### config.mk
export PLATFORM = sky130hd
export DESIGN_NAME = reset_sequencer_flat
export DESIGN_NICKNAME = d
export VERILOG_FILES = /design/src/rtl/reset_seq_pkg.sv /design/src/rtl/reset_sequencer_if.sv /design/src/rtl/reset_sequencer_lock_filter.sv /design/src/rtl/reset_sequencer.sv /design/src/flat_wrapper.sv
export SDC_FILE = /design/constraint.sdc
export NUM_CORES = 1
export LEC_CHECK = 0
export ABC_AREA = 0
export BUFFER_PORTS_ARGS = -buffer_cell sky130_fd_sc_hd__buf_2
export CELL_PAD_IN_SITES_DETAIL_PLACEMENT = 0
export CELL_PAD_IN_SITES_GLOBAL_PLACEMENT = 1
export CORE_ASPECT_RATIO = 2
export CORE_MARGIN = 2
export CORE_UTILIZATION = 45
export DETAILED_ROUTE_END_ITERATION = 8
export GPL_TIMING_DRIVEN = 0
export MAX_ROUTING_LAYER = met4
export PLACE_DENSITY = 0.77
export SLEW_MARGIN = 20
export SYNTH_ARGS = -nofsm -noshare
export SYNTH_HDL_FRONTEND = slang
export SYNTH_HIERARCHICAL = 1
export SYNTH_SLANG_ARGS = --single-unit
### constraint.sdc
create_clock -name clk -period 3.7 [get_ports clk]
set_clock_uncertainty 0.1 [all_clocks]
set_input_delay 0.37 -clock clk [delete_from_list [all_inputs] [get_ports clk]]
set_output_delay 0.37 -clock clk [all_outputs]
set_load 0.01 [all_outputs]
### src/rtl/reset_seq_pkg.sv
// rtl/reset_seq_pkg.sv - shared types and helpers for the staged reset sequencer
package reset_seq_pkg;

    typedef enum logic [1:0] {
        HOLD,
        WAIT_LOCK,
        RELEASE,
        RUN
    } rseq_state_t;

    // Bits needed to hold 0..max_count; never narrower than one bit.
    function automatic int cnt_width(input int max_count);
        return (max_count < 1) ? 1 : $clog2(max_count + 1);
    endfunction

endpackage

### src/rtl/reset_sequencer_if.sv
// rtl/reset_sequencer_if.sv - lock/request inputs and staged reset outputs of the sequencer
interface reset_sequencer_if #(
    parameter int N_STAGES = 3
);
    logic                lock_in;
    logic                sw_reset;
    logic [N_STAGES-1:0] rst_out;
    logic [N_STAGES-1:0] rstn_out;
    logic                done;
    logic                timeout;

    modport master (
        input  lock_in,
        input  sw_reset,
        output rst_out,
        output rstn_out,
        output done,
        output timeout
    );

    modport slave (
        output lock_in,
        output sw_reset,
        input  rst_out,
        input  rstn_out,
        input  done,
        input  timeout
    );
endinterface

### src/rtl/reset_sequencer_lock_filter.sv
// rtl/reset_sequencer_lock_filter.sv - consecutive-high counter qualifying the lock indication
module lock_filter
    import reset_seq_pkg::*;
#(
    parameter int FILTER_LEN = 4
) (
    input  logic clk,
    input  logic reset,
    input  logic clr,
    input  logic in,
    output logic stable
);
    localparam int             W    = cnt_width(FILTER_LEN);
    localparam logic [W-1:0]   LAST = W'(FILTER_LEN - 1);
    localparam logic [W-1:0]   FULL = W'(FILTER_LEN);

    logic [W-1:0] cnt;

    always_ff @(posedge clk) begin
        if (reset || clr || !in) begin
            cnt <= '0;
        end else if (cnt != FULL) begin
            cnt <= cnt + 1'b1;
        end
    end

    // Flags the edge on which the count reaches FILTER_LEN so the sequencer acts on that same edge.
    assign stable = !clr && in && (cnt >= LAST);

endmodule

### src/rtl/reset_sequencer.sv
// rtl/reset_sequencer.sv - staged reset release gated by minimum hold time and filtered clock lock
module reset_sequencer
    import reset_seq_pkg::*;
#(
    parameter int N_STAGES     = 3,
    parameter int MIN_ASSERT   = 64,
    parameter int FILTER_LEN   = 4,
    parameter int STAGE_DELAY  = 16,
    parameter int LOCK_TIMEOUT = 4096
) (
    input  logic              clk,
    input  logic              reset,
    reset_sequencer_if.master rs
);
    localparam int HW     = cnt_width(MIN_ASSERT - 1);
    localparam int GW     = cnt_width(STAGE_DELAY - 1);
    localparam int TO_MAX = (LOCK_TIMEOUT > 0) ? LOCK_TIMEOUT : 1;
    localparam int TW     = cnt_width(TO_MAX);
    localparam int IW     = (N_STAGES > 1) ? $clog2(N_STAGES) : 1;
    localparam bit TO_EN  = (LOCK_TIMEOUT > 0);

    localparam logic [HW-1:0] HOLD_LAST = HW'(MIN_ASSERT - 1);
    localparam logic [GW-1:0] GAP_LAST  = GW'(STAGE_DELAY - 1);
    localparam logic [TW-1:0] TO_LAST   = TW'(TO_MAX - 1);
    localparam logic [TW-1:0] TO_FULL   = TW'(TO_MAX);
    localparam logic [IW-1:0] IDX_LAST  = IW'(N_STAGES - 1);

    if (N_STAGES < 1) begin : g_bad_stages
        $error("reset_sequencer: N_STAGES must be >= 1");
    end
    if (MIN_ASSERT < 1) begin : g_bad_assert
        $error("reset_sequencer: MIN_ASSERT must be >= 1");
    end
    if (FILTER_LEN < 1) begin : g_bad_filter
        $error("reset_sequencer: FILTER_LEN must be >= 1");
    end
    if (STAGE_DELAY < 1) begin : g_bad_delay
        $error("reset_sequencer: STAGE_DELAY must be >= 1");
    end
    if (LOCK_TIMEOUT < 0) begin : g_bad_timeout
        $error("reset_sequencer: LOCK_TIMEOUT must be >= 0");
    end

    rseq_state_t   state;
    logic [HW-1:0] hold_cnt;
    logic [GW-1:0] gap_cnt;
    logic [TW-1:0] to_cnt;
    logic [IW-1:0] idx;
    logic          lock_stable;
    logic          abort;

    lock_filter #(
        .FILTER_LEN (FILTER_LEN)
    ) u_lock_filter (
        .clk    (clk),
        .reset  (reset),
        .clr    (state != WAIT_LOCK),
        .in     (rs.lock_in),
        .stable (lock_stable)
    );

    // WAIT_LOCK tolerates a low lock (it only restarts the filter); later states treat it as loss.
    always_comb begin
        abort = 1'b0;
        case (state)
            WAIT_LOCK:   abort = rs.sw_reset;
            RELEASE,
            RUN:         abort = rs.sw_reset || !rs.lock_in;
            default:     abort = 1'b0;
        endcase
    end

    always_ff @(posedge clk) begin
        if (reset) begin
            state       <= HOLD;
            hold_cnt    <= '0;
            gap_cnt     <= '0;
            to_cnt      <= '0;
            idx         <= '0;
            rs.rst_out  <= '1;
            rs.rstn_out <= '0;
            rs.done     <= 1'b0;
            rs.timeout  <= 1'b0;
        end else if (abort) begin
            state       <= HOLD;
            hold_cnt    <= '0;
            gap_cnt     <= '0;
            to_cnt      <= '0;
            idx         <= '0;
            rs.rst_out  <= '1;
            rs.rstn_out <= '0;
            rs.done     <= 1'b0;
        end else begin
            case (state)
                HOLD: begin
                    if (rs.sw_reset) begin
                        hold_cnt <= '0;
                    end else if (hold_cnt == HOLD_LAST) begin
                        hold_cnt <= '0;
                        state    <= WAIT_LOCK;
                    end else begin
                        hold_cnt <= hold_cnt + 1'b1;
                    end
                end
                WAIT_LOCK: begin
                    if (TO_EN && to_cnt == TO_LAST) begin
                        rs.timeout <= 1'b1;
                    end
                    if (to_cnt != TO_FULL) begin
                        to_cnt <= to_cnt + 1'b1;
                    end
                    if (lock_stable) begin
                        to_cnt         <= '0;
                        gap_cnt        <= '0;
                        rs.rst_out[0]  <= 1'b0;
                        rs.rstn_out[0] <= 1'b1;
                        if (N_STAGES == 1) begin
                            rs.done <= 1'b1;
                            state   <= RUN;
                        end else begin
                            idx   <= IW'(1);
                            state <= RELEASE;
                        end
                    end
                end
                RELEASE: begin
                    if (gap_cnt == GAP_LAST) begin
                        gap_cnt          <= '0;
                        rs.rst_out[idx]  <= 1'b0;
                        rs.rstn_out[idx] <= 1'b1;
                        if (idx == IDX_LAST) begin
                            rs.done <= 1'b1;
                            state   <= RUN;
                        end else begin
                            idx <= idx + 1'b1;
                        end
                    end else begin
                        gap_cnt <= gap_cnt + 1'b1;
                    end
                end
                RUN: begin
                    state <= RUN;
                end
                default: begin
                    state <= HOLD;
                end
            endcase
        end
    end

endmodule

### src/flat_wrapper.sv
// flat-port wrapper written by rule: the top's interface ports become plain ports
module reset_sequencer_flat import reset_seq_pkg::*;
#(
    parameter int N_STAGES     = 3,
    parameter int MIN_ASSERT   = 64,
    parameter int FILTER_LEN   = 4,
    parameter int STAGE_DELAY  = 16,
    parameter int LOCK_TIMEOUT = 4096
)
  (clk, reset, rs_lock_in, rs_sw_reset, rs_rst_out, rs_rstn_out, rs_done, rs_timeout);
  reset_sequencer_if #(.N_STAGES(N_STAGES)) rs_i ();
  input  logic clk;
  input  logic reset;
  input wire logic [$bits(rs_i.lock_in)-1:0] rs_lock_in;
  input wire logic [$bits(rs_i.sw_reset)-1:0] rs_sw_reset;
  output wire logic [$bits(rs_i.rst_out)-1:0] rs_rst_out;
  output wire logic [$bits(rs_i.rstn_out)-1:0] rs_rstn_out;
  output wire logic [$bits(rs_i.done)-1:0] rs_done;
  output wire logic [$bits(rs_i.timeout)-1:0] rs_timeout;
  assign rs_i.lock_in = rs_lock_in;
  assign rs_i.sw_reset = rs_sw_reset;
  assign rs_rst_out = rs_i.rst_out;
  assign rs_rstn_out = rs_i.rstn_out;
  assign rs_done = rs_i.done;
  assign rs_timeout = rs_i.timeout;
  reset_sequencer #(.N_STAGES(N_STAGES), .MIN_ASSERT(MIN_ASSERT), .FILTER_LEN(FILTER_LEN), .STAGE_DELAY(STAGE_DELAY), .LOCK_TIMEOUT(LOCK_TIMEOUT)) u_core (.clk(clk), .reset(reset), .rs(rs_i));
endmodule
==> flow_metrics.py <==
metrics = {
    "critical_path": {
        "cp_max_fo": 11,
        "r2r_start": "u_core/state[1]",
        "crit_required_ns": 3.78,
        "cp.arrival_ns": 3.54,
        "end_kind": "flip-flop",
        "r2r_cells": 9,
        "crit_chain": "clkbuf_1 -> nor2b_1 -> inv_1 -> clkbuf_1 -> nor3b_1 -> or3b_2 -> clkbuf_1 -> nor4_1 -> a311o_2",
        "max_stage_delay_ns": 0.85,
        "critPathKind": "flip-flop to flip-flop",
        "r2r_end": "u_core/to_cnt[12]",
        "worstSetupStartpointType": "flip-flop",
        "r2r_slack_ns": 0.24,
        "crit_top_cell": "clkbuf_1",
        "slowest_stage": "nor3b_1",
    },
    "floorplanning": {
        "io_pins": 12,
        "die_w_um": 51.3,
        "die_h_um": 98.6,
        "die_area_um2": 5060,
        "start_util": 0.464,
        "fp.coreArea_um2": 4340,
        "fp-row-count": 34,
    },
    "clock_tree": {
        "cts_resized": 0,
        "path_clk_slew_ns": 0.07,
        "cts_setup_buffers": 0,
        "clk_latency_ns": 0.28,
        "cts_buffer_depth": 2,
        "tritoncts": "yes",
        "cts_root_buf": "clkbuf_8",
        "clock-sinks": 38,
        "cts.hold.buffers_added": 0,
        "cts_buffers": 5,
        "htreeDepth": 2,
    },
    "synthesis": {
        "synth_edf_count": 0,
        "yosys_warnings": 6,
        "synth_top_area_share": 0.378,
        "yosysUniqueCellTypes": 49,
        "synthCells": 242,
        "ys_seq_elements": 38,
        "synth-main-ff-cell": "dfxtp_1",
        "avgSynthCellArea_um2": 8.32,
        "synth_area_um2": 2010,
        "synthArstFlopShare": 0,
        "ys_seq_area_frac": 0.378,
        "syn_nets": 256,
        "ys_top_cells_by_area": "dfxtp_1 38%, a21oi_1 7.5%, ha_1 6.2%",
        "synth_top_area_cell": "dfxtp_1",
    },
    "layout": {
        "final_cell_mix": "38 x dfxtp_1, 30 x a21oi_1, 16 x o21ai_0, 16 x nand3_1, 14 x nor2_1",
        "fin_area_um2": 2210,
        "antenna_cells": 0,
        "fin_nets": 273,
        "areaGrowthSynthToFinish_pct": 9.94,
        "layout_commonest_cell": "dfxtp_1",
        "final_core_util": 0.510,
        "final_layout_size_suffix_gt1_frac": 0.120,
    },
    "timing": {
        "period_minus_slack_ns": 3.46,
        "setup_viol": 0,
        "post-route-period-util": 0.935,
        "tns_ns": 0,
        "tightestPinTransition_ns": 0.957,
        "rsz0062_at_grt": "false",
        "finalHoldViolCount": 0,
        "slew_headroom": 0.360,
        "slew_viol_final": 0,
        "clock.fmax_ghz": 0.289,
    },
    "power_and_ir_drop": {
        "ir_drop_mv": 0.241,
        "power.density_nw_per_um2": 322,
        "leakagePower_nw": 0.790,
    },
    "worst_hold_path": {
        "holdCritPathClass": "input pin to flip-flop",
        "whs_endpoint": "u_core/rs.timeout",
        "worst_hold_startpoint": "reset",
        "hold_depth": 2,
    },
    "placement": {
        "dp_hpwl_um": 3470,
        "placed_area_um2": 2130,
        "portBuffers": 10,
        "place_congestion": 0.783,
    },
    "route": {
        "vias": 1803,
        "routedWlPerCell_um": 15.3,
        "routed.top_layer": "met4",
        "first_pass_iters": 4,
        "wl_met3_um": 68,
        "drcViolationCount": 0,
        "first_iter_violations": 31,
        "wl_met2_um": 2610,
        "vias_per_cell": 5.78,
        "postRouteWirelength_um": 4760,
        "met1Wirelength_um": 1970,
        "ant_nets": 0,
    },
    "global_route": {
        "grt_pass1_vias": 1772,
        "grt.total_usage": 0.221,
        "global_route.overflow_total": 0,
        "grt_pass1_wl_um": 8270,
        "grt_max_degree": 12,
        "antenna_found_initial": 0,
    },
    "run_status": {
        "status": "complete, no violations",
    },
    "job": {
        "maxCapViolations": 0,
    },
}
[worst max-delay path by stage]
| stage | startpoint | end | slack (ns) | cells after the start |
|---|---|---|---|---|
| floorplan | u_core/state[1] | u_core/to_cnt[12] | 1.08 | 9 |
| global placement | u_core/state[1] | u_core/to_cnt[12] | 0.29 | 9 |
| detailed placement | u_core/state[1] | u_core/to_cnt[12] | 0.28 | 9 |
| CTS | u_core/state[1] | u_core/to_cnt[12] | 0.25 | 9 |
| global route | u_core/state[1] | u_core/to_cnt[12] | 0.08 | 9 |
| finish | u_core/state[1] | u_core/to_cnt[12] | 0.24 | 9 |
[power breakdown]
group	internal (mW)	leakage, nW	switching (mW)
logic	0.00586	0.440	0.0136
registers	0.410	0.306	0.00100
clock network	0.144	0.0431	0.138
total	0.559	0.790	0.153
[metal layers]
metal  GRT usage  up-vias
met2       0.392       12
li1            -      937
met3      0.0318        7
met1       0.232      847
met5           -        -
met4       0.103        0
[critical path, delay by kind of cell (launching register included)]
family / cells / cell delay, ns
AO/OA/AOI/OAI: 1 / 0.35
buffers and inverters: 4 / 0.99
AND/OR/NAND/NOR: 4 / 1.58
flip-flops: 1 / 0.34
[Yosys cell counts (6+ instances only)]
cell type  number
dfxtp_1        38
nand4_1         6
o21ai_0        16
a21oi_1        30
ha_1           10
nor2_1         14
a31oi_1         6
inv_1          12
clkbuf_1       13
a21o_1          7
nand2_1        11
nand3_1        16
[registers in the layout (all words and copies together) (netlist names)]
signal	flops
u_core/rs.rstn_out	3
u_core/idx	2
u_core/u_lock_filter/cnt	3
u_core/hold_cnt	6
u_core/gap_cnt	4
u_core/rs.rst_out	3
u_core/to_cnt	13
u_core/rs.done	1
u_core/rs.timeout	1
u_core/state	2
[area by class of cell]
| type | count | area [um^2] |
|---|---|---|
| timing repair buffer | 10 | 50.0 |
| buffer | 15 | 65.1 |
| clock buffer | 6 | 82.6 |
| inverter | 12 | 45.0 |
| fill | 473 | 2120 |
| multi-input combinational | 177 | 1140 |
| sequential | 38 | 761 |
| tap | 54 | 67.6 |
[cell families after synthesis]
kind of cell	Yosys count	share of synthesized area
compound gates	79	0.245
xor+xnor	1	0.00435
fa+ha+maj	10	0.0621
buf+inv	27	0.0547
flops	38	0.378
mux	1	0.00559
simple gates	86	0.250
[stage by stage]
| step | hold slack (ns) | total power [mW] | std cells | worst slack, ns |
|---|---|---|---|---|
| floorplan | 0.339 | 0.433 | 242 | 1.08 |
| global placement | 0.331 | 0.440 | 306 | 0.286 |
| detailed placement | 0.336 | 0.440 | 306 | 0.283 |
| CTS | 0.192 | 0.727 | 312 | 0.252 |
| global route | 0.223 | 0.745 | 312 | 0.0779 |
| finish | 0.216 | 0.712 | 312 | 0.239 |
No activity file was read; power rests on OpenSTA's default activity.
